**src/rtl/axil_uart_tx.sv**
```systemverilog
// AXI-Lite console peripheral: 16-byte register window, TX FIFO, 8N1 serializer.
// Valid/ready: a beat transfers on the rising edge where valid and ready are both high; valid holds until then.
module axil_uart_tx #(
  parameter int DATA_WIDTH = 32,
  parameter int ADDR_WIDTH = 4,
  parameter int STRB_WIDTH = DATA_WIDTH/8,
  parameter int FIFO_DEPTH = 8,
  parameter int CLK_DIV    = 868
) (
  input  logic                  clk,
  input  logic                  rst,
  input  logic [ADDR_WIDTH-1:0] s_axil_awaddr,
  input  logic [2:0]            s_axil_awprot,
  input  logic                  s_axil_awvalid,
  output logic                  s_axil_awready,
  input  logic [DATA_WIDTH-1:0] s_axil_wdata,
  input  logic [STRB_WIDTH-1:0] s_axil_wstrb,
  input  logic                  s_axil_wvalid,
  output logic                  s_axil_wready,
  output logic [1:0]            s_axil_bresp,
  output logic                  s_axil_bvalid,
  input  logic                  s_axil_bready,
  input  logic [ADDR_WIDTH-1:0] s_axil_araddr,
  input  logic [2:0]            s_axil_arprot,
  input  logic                  s_axil_arvalid,
  output logic                  s_axil_arready,
  output logic [DATA_WIDTH-1:0] s_axil_rdata,
  output logic [1:0]            s_axil_rresp,
  output logic                  s_axil_rvalid,
  input  logic                  s_axil_rready,
  output logic                  txd,
  output logic                  tx_idle
);

  localparam int PW = $clog2(FIFO_DEPTH);
  localparam int CW = PW + 1;

  typedef enum logic [1:0] {ST_IDLE, ST_START, ST_DATA, ST_STOP} state_t;

  state_t          state;
  logic [7:0]      fifo_mem [FIFO_DEPTH];
  logic [PW-1:0]   wr_ptr, rd_ptr;
  logic [CW-1:0]   count;
  logic [15:0]     div_reg, div_lat, div_next, bit_cnt;
  logic            enable;
  logic [2:0]      bit_idx;
  logic [7:0]      shreg;
  logic            aw_fire, ar_fire, fifo_full, fifo_empty, push, pop, tx_write;
  logic [31:0]     status_word;

  assign aw_fire    = s_axil_awvalid && s_axil_wvalid && !s_axil_bvalid;
  assign ar_fire    = s_axil_arvalid && !s_axil_rvalid;
  assign s_axil_awready = aw_fire;
  assign s_axil_wready  = aw_fire;
  assign s_axil_arready = ar_fire;
  assign s_axil_rresp   = 2'b00;

  assign fifo_full  = (count == CW'(FIFO_DEPTH));
  assign fifo_empty = (count == '0);
  assign tx_write   = aw_fire && (s_axil_awaddr[3:2] == 2'd0) && s_axil_wstrb[0];
  assign push       = tx_write && !fifo_full;
  assign pop        = (state == ST_IDLE) && enable && !fifo_empty;
  assign tx_idle    = (state == ST_IDLE) && fifo_empty;

  assign status_word = {16'h0, 8'(count), 5'b0, fifo_empty, fifo_full, state != ST_IDLE};

  // Byte-strobe merge; zero would stall the bit counter, so it becomes 1.
  always_comb begin
    div_next = div_reg;
    if (s_axil_wstrb[0]) div_next[7:0]  = s_axil_wdata[7:0];
    if (s_axil_wstrb[1]) div_next[15:8] = s_axil_wdata[15:8];
    if (div_next == 16'd0) div_next = 16'd1;
  end

  always_ff @(posedge clk) begin
    if (push) fifo_mem[wr_ptr] <= s_axil_wdata[7:0];
  end

  always_ff @(posedge clk) begin
    if (rst) begin
      wr_ptr        <= '0;
      rd_ptr        <= '0;
      count         <= '0;
      div_reg       <= 16'(CLK_DIV);
      enable        <= 1'b1;
      s_axil_bvalid <= 1'b0;
      s_axil_bresp  <= 2'b00;
      s_axil_rvalid <= 1'b0;
      s_axil_rdata  <= '0;
    end else begin
      if (push) wr_ptr <= wr_ptr + 1'b1;
      if (pop)  rd_ptr <= rd_ptr + 1'b1;
      case ({push, pop})
        2'b10:   count <= count + 1'b1;
        2'b01:   count <= count - 1'b1;
        default: count <= count;
      endcase

      if (s_axil_bvalid && s_axil_bready) s_axil_bvalid <= 1'b0;
      if (aw_fire) begin
        s_axil_bvalid <= 1'b1;
        s_axil_bresp  <= (tx_write && fifo_full) ? 2'b10 : 2'b00;
        case (s_axil_awaddr[3:2])
          2'd2:    div_reg <= div_next;
          2'd3:    if (s_axil_wstrb[0]) enable <= s_axil_wdata[0];
          default: ;
        endcase
      end

      if (s_axil_rvalid && s_axil_rready) s_axil_rvalid <= 1'b0;
      if (ar_fire) begin
        s_axil_rvalid <= 1'b1;
        case (s_axil_araddr[3:2])
          2'd1:    s_axil_rdata <= status_word;
          2'd2:    s_axil_rdata <= {16'h0, div_reg};
          2'd3:    s_axil_rdata <= {31'h0, enable};
          default: s_axil_rdata <= '0;
        endcase
      end
    end
  end

  // Serializer: each bit holds for div_lat clocks, counted div_lat-1 down to 0.
  always_ff @(posedge clk) begin
    if (rst) begin
      state   <= ST_IDLE;
      txd     <= 1'b1;
      bit_cnt <= '0;
      bit_idx <= '0;
      shreg   <= '0;
      div_lat <= 16'd1;
    end else begin
      case (state)
        ST_IDLE: begin
          if (pop) begin
            state   <= ST_START;
            txd     <= 1'b0;
            shreg   <= fifo_mem[rd_ptr];
            div_lat <= div_reg;
            bit_cnt <= div_reg - 16'd1;
          end
        end
        ST_START: begin
          if (bit_cnt == 16'd0) begin
            state   <= ST_DATA;
            txd     <= shreg[0];
            bit_idx <= 3'd0;
            bit_cnt <= div_lat - 16'd1;
          end else begin
            bit_cnt <= bit_cnt - 16'd1;
          end
        end
        ST_DATA: begin
          if (bit_cnt == 16'd0) begin
            bit_cnt <= div_lat - 16'd1;
            if (bit_idx == 3'd7) begin
              state <= ST_STOP;
              txd   <= 1'b1;
            end else begin
              bit_idx <= bit_idx + 3'd1;
              txd     <= shreg[bit_idx + 3'd1];
            end
          end else begin
            bit_cnt <= bit_cnt - 16'd1;
          end
        end
        ST_STOP: begin
          if (bit_cnt == 16'd0) state <= ST_IDLE;
          else bit_cnt <= bit_cnt - 16'd1;
        end
        default: state <= ST_IDLE;
      endcase
    end
  end

  logic unused_ok;
  assign unused_ok = ^{s_axil_awprot, s_axil_arprot, s_axil_wdata[DATA_WIDTH-1:16],
                       s_axil_wstrb[STRB_WIDTH-1:2], s_axil_awaddr[1:0], s_axil_araddr[1:0]};

endmodule
```
**config.mk**
```make
export PLATFORM = sky130hd
export DESIGN_NAME = axil_uart_tx
export DESIGN_NICKNAME = d
export VERILOG_FILES = /design/src/rtl/axil_uart_tx.sv
export SDC_FILE = /design/constraint.sdc
export NUM_CORES = 1
export LEC_CHECK = 0
export ABC_CLOCK_PERIOD_IN_PS = 7300
export CAP_MARGIN = 10
export CELL_PAD_IN_SITES_DETAIL_PLACEMENT = 1
export CELL_PAD_IN_SITES_GLOBAL_PLACEMENT = 1
export CORE_ASPECT_RATIO = 1.25
export CORE_MARGIN = 2
export CORE_UTILIZATION = 30
export DETAILED_ROUTE_END_ITERATION = 16
export PLACE_DENSITY = 0.65
export SLEW_MARGIN = 20
export SYNTH_ARGS = -nofsm -noshare
export SYNTH_HDL_FRONTEND = slang
export SYNTH_SLANG_ARGS = --single-unit
```
**constraint.sdc**
```tcl
create_clock -name clk -period 7.3 [get_ports clk]
set_clock_uncertainty 0.15 [all_clocks]
set_input_delay 1.46 -clock clk [delete_from_list [all_inputs] [get_ports clk]]
set_output_delay 1.46 -clock clk [all_outputs]
set_load 0.02 [all_outputs]
```
Word level (Yosys, flattened, before mapping)
Memories as Yosys holds them, arrays and structs flattened. A register that Yosys moved wholly into a read port is not among the register bits.
Cells that the tools add are included.
- bits in registers: 101
- bits in latches: 0
- memory bits (writable): 64
- memory bits (read-only): 0
- bits of input ports: 57
- output and inout port bits: 43
- logic and storage cells: 111
- memories kept: 1
- $add $sub $neg: 8
- $mul: 0
- divide/modulo/power cells: 0
- order comparisons: 1
- eq/ne operators: 19
- shifts and indexed selects: 0
- muxes and demuxes: 33
- bitwise logic cells: 0
- reductions and logical operators: 35
- memory list (memory ; depth ; bits a word ; rd ports ; clocked after Yosys merged registers in ; write ports ; RTL line ; text):
    fifo_mem ; 8 ; 8 ; 1 ; 1 ; 1 ; 41 ; logic [7:0] fifo_mem [FIFO_DEPTH];
- operators by type and width (kind ; number):
    $pmux 16 s3 ; 2
    $mux 16 ; 4
    $sub 16x1->16 const B ; 3
    $logic_not 16->1 ; 2
    $mux 8 ; 2
    $eq 2x2->1 const B ; 7
    $ne 2x2->1 const B ; 7
    $logic_and 1x1->1 ; 12
    $mux 2 ; 6
    $mux 1 ; 11
    $reduce_bool 2->1 ; 5
    $add 3x1->3 const B ; 3
    $mux 3 ; 3
    $pmux 2 s4 ; 1
    $pmux 4 s2 ; 1
    $reduce_and 4->1 ; 2
    $eq 2x1->1 const B ; 3
    $pmux 3 s2 ; 1
    $reduce_and 2->1 ; 3
    $reduce_and 5->1 ; 1
    $add 4x1->4 const B ; 1
    $eq 4x4->1 const B ; 1
    $logic_not 1->1 ; 4
    $logic_not 2->1 ; 2
    9 further kinds ; 9

Depth between registers and ports, before layout
- depth in word-level cells: 7
- mapped depth: 12
- depth with buffers taken out: 11

Worst setup path after synthesis
Ideal clock, no wire load.
- path type: in2reg
- start point: input s_axil_awvalid
- end point: memory fifo_mem[2][0] (enable)
- library setup time: 0.398 ns
- arrival: 3.307 ns
- data required time: 6.752 ns
- setup slack: 3.445 ns
- cell stages on the path: 5
- path buffers: 0
- cell sequence: nand3b_1 > nor4_1 > nor2b_1 > inv_1 > nor4b_1
- cells in the longest elaborated chain, start to end: 7
- RTL lines (what ; RTL line ; text):
    start, declared ; 14 ; input logic s_axil_awvalid,
    $logic_and 1x1->1 (2 in series) ; 51 ; assign aw_fire = s_axil_awvalid && s_axil_wvalid && !s_axil_bvalid;
    $logic_and 1x1->1 (2 in series) ; 60 ; assign tx_write = aw_fire && (s_axil_awaddr[3:2] == 2'd0) && s_axil_wstrb[0];
    $logic_and 1x1->1 ; 61 ; assign push = tx_write && !fifo_full;
    $mux 1 ; 76 ; if (push) fifo_mem[wr_ptr] <= s_axil_wdata[7:0];
    $mux 1 (implied by the code) ; 76 ;
    end, declared ; 41 ;
No other way between the ends.

Final worst setup path
- start point: input s_axil_arvalid
- end point: output s_axil_arready
- cells in the longest elaborated chain, start to end: 1
- RTL lines (what ; RTL line ; text):
    start, declared ; 25 ; input logic s_axil_arvalid,
    $logic_and 1x1->1 ; 52 ; assign ar_fire = s_axil_arvalid && !s_axil_rvalid;
    end, declared ; 26 ; output logic s_axil_arready,
No other way between the ends.

==> summary.md <==
| Metric | Value |
|---|---|
| Grt total ovfl | 0 |
| CTS tree | yes |
| Die ar. | 26,500 µm² |
| Flop pwr share | 34.4% |
| CP cell instances | clkdlybuf4s50_1 > nand2b_1 > clkinv_1 > clkdlybuf4s50_1 |
| Min setup slack post-route | 2.19 ns |
| Synth cell types | 65 |
| Max Slew Vio Count | 0 |
| Worst hold slack | 0.316 ns |
| DRC | 0 |
| Synth warn | 0 |
| Worst-margin pin slew | 1.04 ns |
| Gr usage total | 14.8% |
| Synth Flop Type | dfxtp_1 |
| # hold bufs at CTS | 0 |
| Number of synthesized register bits | 156 |
| Initial core utilization | 30.7% |
| Vias per inst | 5.00 |
| Setup Buffers After CTS | 0 |
| FMAX | 0.196 GHz |
| Number of flops mapped to enable cells by yosys | 64 |
| Largest Register | fifo_mem |
| Internal | 1860 µW |
| Cells after Synth | 729 |
| Final #Nets | 834 |
| WS Path Type | in2out |
| Clock Latency Late Sink | 0.44 ns |
| Register-to-register setup slack | 3.88 ns |
| Crit-path most repeated cell | clkdlybuf4s50_1 |
| Sequential cell area | 3760 µm² |
| Leakage power | 0.00300 µW |
| Row count | 64 |
| Vias in the first global route | 5,664 |
| Placed cells | 1,073 |
| Max Used Layer | met4 |
| Global-route wire length before repair | 31,300 µm |
| Async SR Flop Fraction | 0% |
| Max reg flops | 64 |
| Starting DRT DRC Count | 221 |
| Clock sink count | 156 |
| Final non-filler cell total | 1,105 |
| Net Sw Power | 1230 µW |
| Worst hold-check path type | reg2reg |
| Largest net degree at the start of global routing | 66 |
| CTS resizes | 0 |
| Core region area | 24,600 µm² |
| Critical Path Sink Type | output pin |
| Tcrit/Tclk final | 70.0% |
| Fillcell total | 2,762 |
| Hpwl dp | 13,600 µm |
| Crit path DAT | 3.50 ns |
| Post-route ant nets | 0 |
| CTS H-tree lvls | 4 |
| Largest delay share family, worst path | buffers and inverters |
| Post-layout min period | 5.11 ns |
| Via count | 5,523 |
| Hold_sp | bit_idx[1]$_SDFFE_PP0P_ |
| Max cap viols | 0 |
| Worst-path maximum fanout | 18 |
| I/O Buffers | 52 |
| Area delta synth->final | 17.5% |
| Crit path from | s_axil_arvalid |
| Avg WL per Cell | 17.4 µm |
| Area of the multi-input gates | 3460 µm² |
| Routed Wire Length | 19,200 µm |
| RePlAce Congestion | 0.804 |
| Worst path max stage delay | 0.66 ns |
| Drt first pass iters | 5 |
| Mean Syn Cell Area | 10.4 µm² |
| R2R Path Start | count[1]$_SDFFE_PP0P_ |
| CP Launch Type | input port |
| Post-layout util | 36.1% |
| Outcome | completed |
| Slowest CP cell | clkdlybuf4s50_1 |
| Clock transition at path regs | 0.06 ns |
| Comb pwr share | 37.7% |
| Top Ports | 100 |
| Slew margin rel. | 30.6% |
| Die W | 146 µm |
| Seq/Total Area, Yosys | 49.9% |
| Post-Route M1 WL | 8590 µm |
| Pre-CTS setup slack | 2.16 ns |
| Met2 wire length | 9770 µm |
| Setup-failing EPs final | 0 |
| RSZ-0062 raised after global routing | false |
| Final hold vios | 0 |
| Total negative slack | 0 ns |
| Total CTS buffers | 17 |
| Initial antenna violation count | 0 |
| Clock Root Buffer | clkbuf_16 |
| Net Sw Frac | 39.9% |
| Buf+Inv Stages, Crit Path | 3 |
| Layout cells sized above 1 | 9.81% |
| Worst EP required | 5.69 ns |
| Pwr Density | 348 nW/µm² |
| Antenna diodes | 0 |
| Met3 wire len | 402 µm |
| Vert. Die Dim | 181 µm |
| CTS max path bufs | 2 |
| Peak VDD IR | 0.211 mV |
| Clock network fraction of total power | 28.0% |
| Synth Cell Area | 7550 µm² |
## metrics by stage
| stage | total power, µW | cell area, µm² |
|---|---|---|
| after global routing | 3290 | 8870 |
| after floorplan | 1940 | 7620 |
| after global placement | 2230 | 8290 |
| final | 3090 | 8870 |
| after CTS | 3120 | 8860 |
| after detailed placement | 2240 | 8290 |
## layer usage
| metal | track usage, % | vias to the layer above |
|---|---|---|
| met2 | 26.0 | 85 |
| met1 | 18.3 | 2713 |
| met3 | 2.12 | 30 |
| li1 | - | 2695 |
| met5 | 0 | - |
| met4 | 6.00 | 0 |
## cell usage after synthesis (7+ instances only)
cell type | n | area [µm²]
mux2i_1 | 25 | 250
a21oi_1 | 46 | 230
nand3_1 | 9 | 45.0
o21ai_0 | 19 | 95.1
clkbuf_1 | 39 | 146
edfxtp_1 | 64 | 1920
ha_1 | 15 | 188
dfxtp_1 | 92 | 1840
mux4_2 | 18 | 405
a221oi_1 | 10 | 87.6
xor2_1 | 18 | 158
a22oi_1 | 15 | 113
nor3_1 | 25 | 125
or4_1 | 7 | 52.6
nand2_1 | 73 | 274
xnor2_1 | 23 | 201
nor4_1 | 14 | 87.6
buf_4 | 20 | 150
nor2_1 | 72 | 270
a211oi_1 | 15 | 113
inv_1 | 16 | 60.1
## worst paths after layout
kind,endpoint,depth (start not counted)
worst max-delay path,s_axil_arready,4
worst min-delay path,bit_idx[1]$_SDFFE_PP0P_,2
worst max register to register,count[2]$_SDFFE_PP0P_,10
worst min register to register,bit_idx[1]$_SDFFE_PP0P_,2
## tightest hold or removal path: stages (launching register included)
cell and delay [ns]:
dfxtp_1 0.31, nand2_1 0.05, a21oi_1 0.05
## cell type report
cell class              instances  area share [%]
inverters                      18           0.762
repair buffers                 63            6.74
well taps                     330            4.65
clock buffers                  17            4.80
flip-flops and latches        156            42.4
multi-input cells             506            39.0
clock inverters                15            1.66
## power by group through the flow
stage | clock network, µW | registers, µW | logic, µW
floorplan | 0 | 1060 | 880
global placement | 0 | 1080 | 1150
detailed placement | 0 | 1080 | 1160
CTS | 889 | 1060 | 1170
global route | 925 | 1070 | 1290
finish | 865 | 1060 | 1160
## placed cells by master, fill, tap and decap left out, types with 3 or more instances in the layout
cell type	instances
dfxtp_1	92
nand2_1	73
nor2_1	72
edfxtp_1	64
clkdlybuf4s50_1	51
a21oi_1	45
mux2i_1	25
xnor2_1	23
nor3_1	23
o21ai_0	19
conb_1	19
xor2_1	18
mux4_2	18
clkbuf_16	17
inv_1	16
a22oi_1	15
a211oi_1	15
ha_1	15
nor4_1	14
buf_4	11
a221oi_1	10
nand3_1	9
or4_1	7
inv_8	7
or3_1	6
nor2b_1	6
nand2b_1	5
o31ai_1	5
nand4_1	4
o211ai_1	4
and2_1	4
mux2_2	3
nor4b_1	3
nor3b_1	3
inv_6	3
## cells by family after synthesis
family | count (synthesis) | share of synthesized area [%]
AO/OA/AOI/OAI | 144 | 12.8
XOR/XNOR | 41 | 4.76
adder cells (fa/ha/maj) | 15 | 2.49
buffers and inverters | 85 | 5.45
flip-flops | 156 | 49.9
multiplexers | 46 | 9.13
other | 1 | 0.0497
AND/OR/NAND/NOR | 241 | 15.5
No activity file was read; power rests on OpenSTA's default activity.
